### src/rtl/roteador_pkg.sv
// Shared router definitions: direction encoding, port count and pointer helpers
// used by the output-port arbiters.
package roteador_pkg;

    localparam int N_PORTAS = 5;

    typedef enum logic [2:0] {
        CIMA     = 3'd0,
        BAIXO    = 3'd1,
        ESQUERDA = 3'd2,
        DIREITA  = 3'd3,
        CORE     = 3'd4
    } direcao_t;

    typedef enum logic {
        OCIOSO    = 1'b0,
        CONCEDIDO = 1'b1
    } estado_t;

    // Request vectors are ordered with cima in the MSB, so bit = 4 - direction.
    function automatic logic [2:0] req_bit(input direcao_t dir);
        return 3'd4 - dir;
    endfunction

    function automatic logic [2:0] prox_ptr(input logic [2:0] i);
        return (i == 3'd0) ? 3'd4 : i - 3'd1;
    endfunction

    function automatic logic [2:0] indice_onehot(input logic [N_PORTAS-1:0] v);
        logic [2:0] idx;
        idx = 3'd0;
        for (int i = 0; i < N_PORTAS; i++) begin
            if (v[i]) idx = 3'(i);
        end
        return idx;
    endfunction

    localparam logic [2:0] PTR_INICIAL = req_bit(CIMA);

endpackage

### src/rtl/arbitro_saida_seletor_rr.sv
// Combinational round-robin search: scans eligible from ptr downward (mod 5)
// and returns the first hit as a one-hot winner.
module seletor_rr
    import roteador_pkg::*;
(
    input  logic [N_PORTAS-1:0] eligible,
    input  logic [2:0]          ptr,
    output logic [N_PORTAS-1:0] winner,
    output logic                found
);

    logic [2:0] idx;

    // NOTE: combinational blocks use blocking '=' and assign every output a
    // default first, so the loop reads updated values and no latch is inferred.
    always_comb begin
        winner = '0;
        found  = 1'b0;
        idx    = (ptr > 3'd4) ? 3'd4 : ptr;
        for (int k = 0; k < N_PORTAS; k++) begin
            if (!found && eligible[idx]) begin
                winner[idx] = 1'b1;
                found       = 1'b1;
            end
            idx = prox_ptr(idx);
        end
    end

endmodule

### src/rtl/arbitro_saida.sv
// Registered round-robin arbiter for one router output port.
// Optional per-requester grant counters are built when ARB_GRANT_COUNT_EN is defined.
module arbitro_saida
    import roteador_pkg::*;
#(
    parameter int N_REQ = 5,
    parameter int CNT_W = 16
) (
    input  logic                   clk,
    input  logic                   rst,
    input  logic [N_REQ-1:0]       req,
    input  logic                   en,
    input  logic                   clr_cnt,
    output logic [N_REQ-1:0]       grant,
    output logic                   grant_valid,
    output logic [2:0]             ptr,
    output logic [N_REQ*CNT_W-1:0] cnt_flat
);

    estado_t          estado, estado_next;
    logic [N_REQ-1:0] eligible, winner, grant_next;
    logic [2:0]       ptr_next;
    logic             found;

    // The requester granted now is popping its FIFO this cycle; its empty flag
    // is stale, so it must not be granted again on the very next edge.
    assign eligible = req & ~grant;

    seletor_rr u_seletor (
        .eligible (eligible),
        .ptr      (ptr),
        .winner   (winner),
        .found    (found)
    );

    always_comb begin
        grant_next  = '0;
        ptr_next    = ptr;
        estado_next = OCIOSO;
        if (en && found) begin
            grant_next  = winner;
            ptr_next    = prox_ptr(indice_onehot(winner));
            estado_next = CONCEDIDO;
        end
    end

    // NOTE: sequential state is updated only with non-blocking '<=' so every
    // register samples the pre-edge values of its inputs.
    always_ff @(posedge clk or posedge rst) begin
        if (rst) begin
            estado <= OCIOSO;
            grant  <= '0;
            ptr    <= PTR_INICIAL;
        end else begin
            estado <= estado_next;
            grant  <= grant_next;
            ptr    <= ptr_next;
        end
    end

    assign grant_valid = (estado == CONCEDIDO);

`ifdef ARB_GRANT_COUNT_EN
    logic [CNT_W-1:0] cnt [N_REQ];

    // NOTE: the counter array is a handful of flops, not a RAM, so it takes the
    // asynchronous reset like the rest of the state.
    always_ff @(posedge clk or posedge rst) begin
        if (rst) begin
            for (int i = 0; i < N_REQ; i++) cnt[i] <= '0;
        end else begin
            for (int i = 0; i < N_REQ; i++) begin
                if (clr_cnt)
                    cnt[i] <= '0;
                else if (grant[i] && (cnt[i] != {CNT_W{1'b1}}))
                    cnt[i] <= cnt[i] + 1'b1;
            end
        end
    end

    always_comb begin
        cnt_flat = '0;
        for (int i = 0; i < N_REQ; i++) cnt_flat[i*CNT_W +: CNT_W] = cnt[i];
    end
`else
    logic unused_clr_cnt;

    assign unused_clr_cnt = clr_cnt;
    assign cnt_flat       = '0;
`endif

endmodule

### config.mk
export PLATFORM = sky130hd
export DESIGN_NAME = arbitro_saida
export DESIGN_NICKNAME = d
export VERILOG_FILES = /design/src/rtl/roteador_pkg.sv /design/src/rtl/arbitro_saida_seletor_rr.sv /design/src/rtl/arbitro_saida.sv
export SDC_FILE = /design/constraint.sdc
export NUM_CORES = 1
export LEC_CHECK = 0
export CORE_ASPECT_RATIO = 1.2
export CORE_MARGIN = 2
export CORE_UTILIZATION = 40
export CTS_BUF_LIST = sky130_fd_sc_hd__clkbuf_8
export CTS_CLUSTER_DIAMETER = 60
export DETAILED_ROUTE_END_ITERATION = 10
export PLACE_DENSITY = 0.8
export REMOVE_ABC_BUFFERS = 1
export SYNTH_ARGS = -nofsm -noshare
export SYNTH_HDL_FRONTEND = slang
export SYNTH_SLANG_ARGS = --single-unit
export TNS_END_PERCENT = 5
### constraint.sdc
create_clock -name clk -period 7 [get_ports clk]
set_clock_uncertainty 0.15 [all_clocks]
set_input_delay 1.4 -clock clk [delete_from_list [all_inputs] [get_ports clk]]
set_output_delay 1.4 -clock clk [all_outputs]
set_load 0.005 [all_outputs]
# After elaboration in Yosys (flattened, before gate mapping)
# Index checks and enable logic that the tools add are counted.
# W data, S select, Z words.
# word_totals
elab_cells	87
inputBits	9
regBits	9
output_inout_bits	89
# op_classes
order_cmp	11
add_sub_neg	5
n_reduce_logical	19
bitwise	6
muxes	43
# op_table
operator	n
$mux W3	10
$mux W5	6
$lt A3 B4 Y1 const B	5
$or A5 B5 Y5	4
$mux W1	17
$bmux W1 S3	5
$demux W1 S3	5
$ge A3 B1 Y1 const B	5
$logic_not A3 Y1	5
$sub A3 B1 Y3 const B	5
$logic_and A1 B1 Y1	10
$and A5 B5 Y5	1
$not A5 Y5	1
$logic_not A1 Y1	4
$gt A3 B3 Y1 const B	1

# Depth between registers and ports, before layout
# logic_depth
word_depth	24
ltp_mapped	24
ltp_nobuf	19

# Hierarchy
# From an unflattened synthesis, not the netlist that was laid out.
# hier_totals
hier_cells	258
hier_area_um2	1938.1
# modules_own_cells
mod	seq_area_each_um2	instances	cells_per_inst	area_each_um2
seletor_rr	0.0	1	147	969.7
arbitro_saida	226.5	1	111	968.4

# Worst setup path after synthesis
# Ideal clock, no wire load.
# synth_path
kind	register -> register
startpoint	register ptr[2]
endpoint	register ptr[0]
n_path_buf	5
setup_slack_ps	1950
synth_period_minus_slack_ps	5050
t_arrival_ps	4775
required_time_ps	6725
setup_time_ps	125
path_stages_with_launch	25
path_cell_list	dfstp_2 > buf_2 > buf_2 > inv_1 > o21ai_0 > ha_1 > buf_2 > nand2b_1 > a21oi_1 > ha_1 > clkbuf_1 > nor2b_1 > nor2_1 > o21ai_0 > ha_1 > clkbuf_1 > inv_1 > nor4_1 > nand2_1 > mux2_4 > nand2_4 > nor3_1 > o31a_1 > or3b_1 > mux2_2
# synth_via
elab_chain_len	24
elab_cells_between_ends	80
cone_classes	add/sub (5); order compare (11); mux (41); bitwise (4); reduce/logical (19)
# synth_lines
item	line	source
from (decl)	arbitro_saida.sv:16	output logic [2:0] ptr,
from (signal assigned)	arbitro_saida.sv:57	ptr <= ptr_next;
$gt A3 B3 Y1	arbitro_saida_seletor_rr.sv:19	idx = (ptr > 3'd4) ? 3'd4 : ptr;
$mux W3 (*)	arbitro_saida_seletor_rr.sv:19	
branches (longest 22 deep; another with $lt A3 B4 Y1)	--	
# Every way passes the cells marked *. The select of a mux whose other input is x is not followed.
# A chain may end at the register's enable or synchronous reset.

# Worst setup path after layout
# Same ends and word-level chain as after synthesis.

==> report_table.html <==
<table>
<tr><th>Metric</th><th>Value</th></tr>
<tr><th colspan="2">Timing</th></tr>
<tr><td>Tightest Pin Transition</td><td>0.5984 ns</td></tr>
<tr><td>Total Negative Setup Slacks</td><td>0 ns</td></tr>
<tr><td>Worst slack on hold paths</td><td>around 0.6 ns</td></tr>
<tr><td>Fmax achieved</td><td>0.1778 GHz</td></tr>
<tr><td>Ratio of final minimum period to clock period</td><td>80.33%</td></tr>
<tr><td>Worst relative slew slack</td><td>between 50% and 60%</td></tr>
<tr><td>Final setup fails</td><td>0</td></tr>
<tr><td>RSZ-0062 raised after global routing</td><td>no</td></tr>
<tr><td>Min Clock Period, post-route</td><td>5.623 ns</td></tr>
<tr><td>Final Hold Violating Endpoints</td><td>0</td></tr>
<tr><td>Final number of max-transition violations</td><td>0</td></tr>
<tr><th colspan="2">Critical path</th></tr>
<tr><td>Top cell family by delay on the critical path</td><td>simple AND/OR/NAND/NOR gates</td></tr>
<tr><td>Count of buffering cells on the critical path with inverters included</td><td>2</td></tr>
<tr><td>Biggest cell delay along the critical path</td><td>0.78 ns</td></tr>
<tr><td>Cell with the largest stage delay on the worst path</td><td>sky130_fd_sc_hd__dfstp_2</td></tr>
<tr><td>Category of the critical setup timing path</td><td>flop to flop</td></tr>
<tr><td>Critical path arrival</td><td>5.60 ns</td></tr>
<tr><td>Element type at the critical path start</td><td>flop</td></tr>
<tr><td>Required time at the worst-slack endpoint</td><td>6.97 ns</td></tr>
<tr><td>Sequence of cells on the critical path</td><td>inv_1 -&gt; o21ai_0 -&gt; ha_1 -&gt; nand2b_1 -&gt; a21oi_1 -&gt; ha_1 -&gt; nor2b_1 -&gt; nor2_1 -&gt; o21ai_0 -&gt; ha_1 -&gt; inv_1 -&gt; nor4_1 -&gt; nand2_1 -&gt; mux2_4 -&gt; nand2_1 -&gt; o21ai_0 -&gt; a311oi_1 -&gt; or3b_1 -&gt; mux2_2</td></tr>
<tr><td>Worst Path Max Fanout</td><td>22</td></tr>
<tr><td>Critical Path Sink Type</td><td>flop</td></tr>
<tr><th colspan="2">Clock tree</th></tr>
<tr><td>Buffer type at the clock tree root</td><td>sky130_fd_sc_hd__clkbuf_8</td></tr>
<tr><td>Count of H-tree levels built during CTS</td><td>1</td></tr>
<tr><td>Post-CTS setup buffer count</td><td>0</td></tr>
<tr><td>Hold buffers post-CTS</td><td>0</td></tr>
<tr><td>Total clock buffers created by CTS</td><td>3</td></tr>
<tr><td>Clock latency reported for the late side of the worst-skew pair</td><td>roughly 0.24 ns</td></tr>
<tr><td>Number of resized instances in the post-cts repair step</td><td>0</td></tr>
<tr><td>Register clock-pin slew on the reported worst setup and hold paths</td><td>roughly 0.05 ns</td></tr>
<tr><td>Number of clock sinks</td><td>9</td></tr>
<tr><td>Buffers from clock root to sink, at most</td><td>2</td></tr>
<tr><td>CTS tree</td><td>built</td></tr>
<tr><th colspan="2">Global route</th></tr>
<tr><td>Initial antenna violation count</td><td>0</td></tr>
<tr><td>Total GRT Usage</td><td>15.15%</td></tr>
<tr><td>Final global-route overflow total</td><td>0</td></tr>
<tr><td>Pin count of the biggest net entering global routing</td><td>23</td></tr>
<tr><td>Wire length of the first global-routing pass</td><td>~6400 um</td></tr>
<tr><td>Via count of the first global-routing pass</td><td>1,355</td></tr>
<tr><th colspan="2">Synthesis</th></tr>
<tr><td>Post-synthesis register bit count</td><td>9</td></tr>
<tr><td>Synthesized area divided by synthesized cell count</td><td>about 7.6 sq um</td></tr>
<tr><td>Netlist cell types</td><td>61</td></tr>
<tr><td>Fraction of synthesis flops using an asynchronous set or reset pin</td><td>between 90% and 100%</td></tr>
<tr><td>Gate Count Post-Synth</td><td>255</td></tr>
<tr><td>Synth warn</td><td>0</td></tr>
<tr><td>Number of flops mapped to enable cells by yosys</td><td>0</td></tr>
<tr><td>Part of the Yosys area used for sequential elements</td><td>a little under an eighth</td></tr>
<tr><td>Largest area contributor in the synthesized netlist</td><td>sky130_fd_sc_hd__buf_4</td></tr>
<tr><td>Summed instance area of the synthesized netlist</td><td>1936 sq um</td></tr>
<tr><td>Top post-synthesis cells by area</td><td>sky130_fd_sc_hd__buf_4 (31%), sky130_fd_sc_hd__dfrtp_1 (10%), sky130_fd_sc_hd__nor2_1 (3.3%), sky130_fd_sc_hd__nand2b_1 (2.9%), sky130_fd_sc_hd__nor3_1 (2.8%)</td></tr>
<tr><td>Most used flip-flop cell after synthesis</td><td>sky130_fd_sc_hd__dfrtp_1</td></tr>
<tr><td>Synth top area share</td><td>a little under a third</td></tr>
<tr><th colspan="2">Die</th></tr>
<tr><td>Starting utilization of the core area</td><td>41.82%</td></tr>
<tr><td>Total Die Area</td><td>5414 sq um</td></tr>
<tr><td>Number of top-level design ports</td><td>98</td></tr>
<tr><td>Vertical extent of the die</td><td>80.20 um</td></tr>
<tr><td>Die outline width</td><td>67.50 um</td></tr>
<tr><td>Standard cell core area</td><td>4628 sq um</td></tr>
<tr><td>Row cnt</td><td>27</td></tr>
<tr><th colspan="2">Final layout</th></tr>
<tr><td>Area growth, synth to finish</td><td>-3.684%</td></tr>
<tr><td>Final antenna diode count</td><td>0</td></tr>
<tr><td>Nets@finish</td><td>279</td></tr>
<tr><td>Share of layout cells above drive strength 1</td><td>10.15%</td></tr>
<tr><td>Filler Cells Inserted</td><td>about 490</td></tr>
<tr><th colspan="2">Placement</th></tr>
<tr><td>Half-perimeter wire length of the detailed placement result</td><td>3359 um</td></tr>
<tr><td>RePlAce Congestion</td><td>0.8932</td></tr>
<tr><td>Port bufs</td><td>16</td></tr>
<tr><th colspan="2">Route</th></tr>
<tr><td>Routed wire length per instance</td><td>~12 um</td></tr>
<tr><td>Via density per instance</td><td>5.009</td></tr>
<tr><td># DRC</td><td>0</td></tr>
<tr><td>Iteration-0 DRC count of the detailed router</td><td>50</td></tr>
<tr><td>Remaining number of nets flagged by the antenna check after routing</td><td>0</td></tr>
<tr><td>First-pass detailed-route iteration total</td><td>4</td></tr>
<tr><td>Overall routed net length</td><td>around 4000 um</td></tr>
<tr><td>Total via count after detailed routing</td><td>1,623</td></tr>
<tr><th colspan="2">Flow run</th></tr>
<tr><td>Number of violations of the max-capacitance limit</td><td>0</td></tr>
<tr><th colspan="2">Run status</th></tr>
<tr><td>Result of the run</td><td>complete, no violations</td></tr>
<tr><th colspan="2">Min path</th></tr>
<tr><td>Tightest Hold Check Type</td><td>flop to flop</td></tr>
</table>
placed cells by master, fill, tap and decap left out, types with 3 or more instances in the layout:
cell type / Yosys / final
sky130_fd_sc_hd__nand2_1: 7 / 7
sky130_fd_sc_hd__nand3_1: 8 / 8
sky130_fd_sc_hd__mux2i_1: 3 / 3
sky130_fd_sc_hd__nor4_1: 7 / 7
sky130_fd_sc_hd__clkdlybuf4s50_1: 0 / 16
sky130_fd_sc_hd__a21oi_1: 9 / 9
sky130_fd_sc_hd__inv_1: 9 / 10
sky130_fd_sc_hd__a21o_1: 3 / 3
sky130_fd_sc_hd__nand2b_1: 9 / 9
sky130_fd_sc_hd__a31oi_1: 6 / 6
sky130_fd_sc_hd__nor3_1: 11 / 11
sky130_fd_sc_hd__nor2_1: 17 / 17
sky130_fd_sc_hd__ha_1: 3 / 3
sky130_fd_sc_hd__o21ai_0: 8 / 8
sky130_fd_sc_hd__clkbuf_8: 0 / 3
sky130_fd_sc_hd__conb_1: 1 / 80
sky130_fd_sc_hd__nor2b_1: 8 / 8
sky130_fd_sc_hd__dfrtp_1: 8 / 8
path summary, 6_finish.rpt:
path | from | endpoint | slack [ns] | cells past startpoint
setup / recovery | ptr[2] | ptr[0] | 1.38 | 19
min in group asynchronous | rst | grant[4] | 1.28 | 2
hold reg to reg | ptr[1] | ptr[1] | 0.60 | 2
setup reg to reg | ptr[2] | ptr[0] | 1.38 | 19
hold / removal | ptr[1] | ptr[1] | 0.60 | 2
max in group asynchronous | rst | ptr[2] | 5.13 | 2
flip-flops by register name (all words and copies together) (netlist names):
register / count
grant: 5
ptr: 3
grant_valid: 1
worst reg2reg max path, cell delays in order, from the launching register on:
cell	delay [ns]
sky130_fd_sc_hd__dfstp_2	0.78
sky130_fd_sc_hd__inv_1	0.23
sky130_fd_sc_hd__o21ai_0	0.13
sky130_fd_sc_hd__ha_1	0.38
sky130_fd_sc_hd__nand2b_1	0.16
sky130_fd_sc_hd__a21oi_1	0.31
sky130_fd_sc_hd__ha_1	0.41
sky130_fd_sc_hd__nor2b_1	0.18
sky130_fd_sc_hd__nor2_1	0.05
sky130_fd_sc_hd__o21ai_0	0.20
sky130_fd_sc_hd__ha_1	0.35
sky130_fd_sc_hd__inv_1	0.13
sky130_fd_sc_hd__nor4_1	0.42
sky130_fd_sc_hd__nand2_1	0.10
sky130_fd_sc_hd__mux2_4	0.31
sky130_fd_sc_hd__nand2_1	0.07
sky130_fd_sc_hd__o21ai_0	0.09
sky130_fd_sc_hd__a311oi_1	0.38
sky130_fd_sc_hd__or3b_1	0.42
sky130_fd_sc_hd__mux2_2	0.27
layout make-up:
| type | instances | area [sq um] | share of cell area (%) |
|---|---|---|---|
| well taps | 58 | 72.57 | 3.893 |
| inverters | 10 | 37.54 | 2.013 |
| flip-flops and latches | 9 | 226.5 | 12.15 |
| repair buffers | 16 | 160.2 | 8.591 |
| clock buffers | 3 | 41.29 | 2.215 |
| clock inverters | 1 | 3.754 | 0.2013 |
| multi-input cells | 227 | 1323 | 70.94 |
synthesized netlist by cell type (2+ instances only):
| cell | instances |
|---|---|
| sky130_fd_sc_hd__mux2_2 | 2 |
| sky130_fd_sc_hd__nor2_1 | 17 |
| sky130_fd_sc_hd__o211ai_1 | 2 |
| sky130_fd_sc_hd__nand2b_1 | 9 |
| sky130_fd_sc_hd__a21bo_2 | 2 |
| sky130_fd_sc_hd__a21oi_2 | 2 |
| sky130_fd_sc_hd__nand2_1 | 7 |
| sky130_fd_sc_hd__a21o_1 | 3 |
| sky130_fd_sc_hd__inv_1 | 9 |
| sky130_fd_sc_hd__a211oi_1 | 2 |
| sky130_fd_sc_hd__or3_1 | 2 |
| sky130_fd_sc_hd__nand3_2 | 2 |
| sky130_fd_sc_hd__a31oi_1 | 6 |
| sky130_fd_sc_hd__mux2i_1 | 3 |
| sky130_fd_sc_hd__buf_2 | 3 |
| sky130_fd_sc_hd__clkbuf_1 | 3 |
| sky130_fd_sc_hd__dfrtp_1 | 8 |
| sky130_fd_sc_hd__o21ai_0 | 8 |
| sky130_fd_sc_hd__ha_1 | 3 |
| sky130_fd_sc_hd__buf_4 | 81 |
| sky130_fd_sc_hd__o41ai_1 | 2 |
| sky130_fd_sc_hd__o22ai_1 | 2 |
| sky130_fd_sc_hd__nor3_1 | 11 |
| sky130_fd_sc_hd__nor4_1 | 7 |
| sky130_fd_sc_hd__nand3_1 | 8 |
| sky130_fd_sc_hd__nor2b_1 | 8 |
| sky130_fd_sc_hd__a21oi_1 | 9 |
stage by stage:
step	instances	worst slack, ns	utilization (%)	cell area [sq um]
after global placement	320	1.504	39.31	1819
after CTS	324	1.382	40.28	1864
after global routing	324	0.9780	40.28	1864
after floorplan	246	2.330	-	1587
final	324	1.377	40.28	1864
after detailed placement	320	1.398	39.31	1819
routing by layer:
metal | part of all wire, % | routed length [um] | GRT usage (%)
met1 | 38 | 1556 | 17.40
met2 | 52 | 2094 | 27.65
met3 | 6.7 | 270 | 1.261
met4 | 3.0 | 120 | 6.735
met5 | 0 | 0 | 0
kinds of logic (layout without fill, tap and decap cells):
family	after synthesis	after routing	synth area share [%]
buffers and inverters	98	30	35.29
AND/OR/NAND/NOR	87	87	27.28
AO/OA/AOI/OAI	50	50	18.94
flip-flops	9	9	11.70
multiplexers	7	7	4.654
adder cells (fa/ha/maj)	3	3	1.939
other	1	80	0.1937
Power is not shown: default switching activity piles up to over one toggle a cycle in this logic, so the estimate is an artifact.
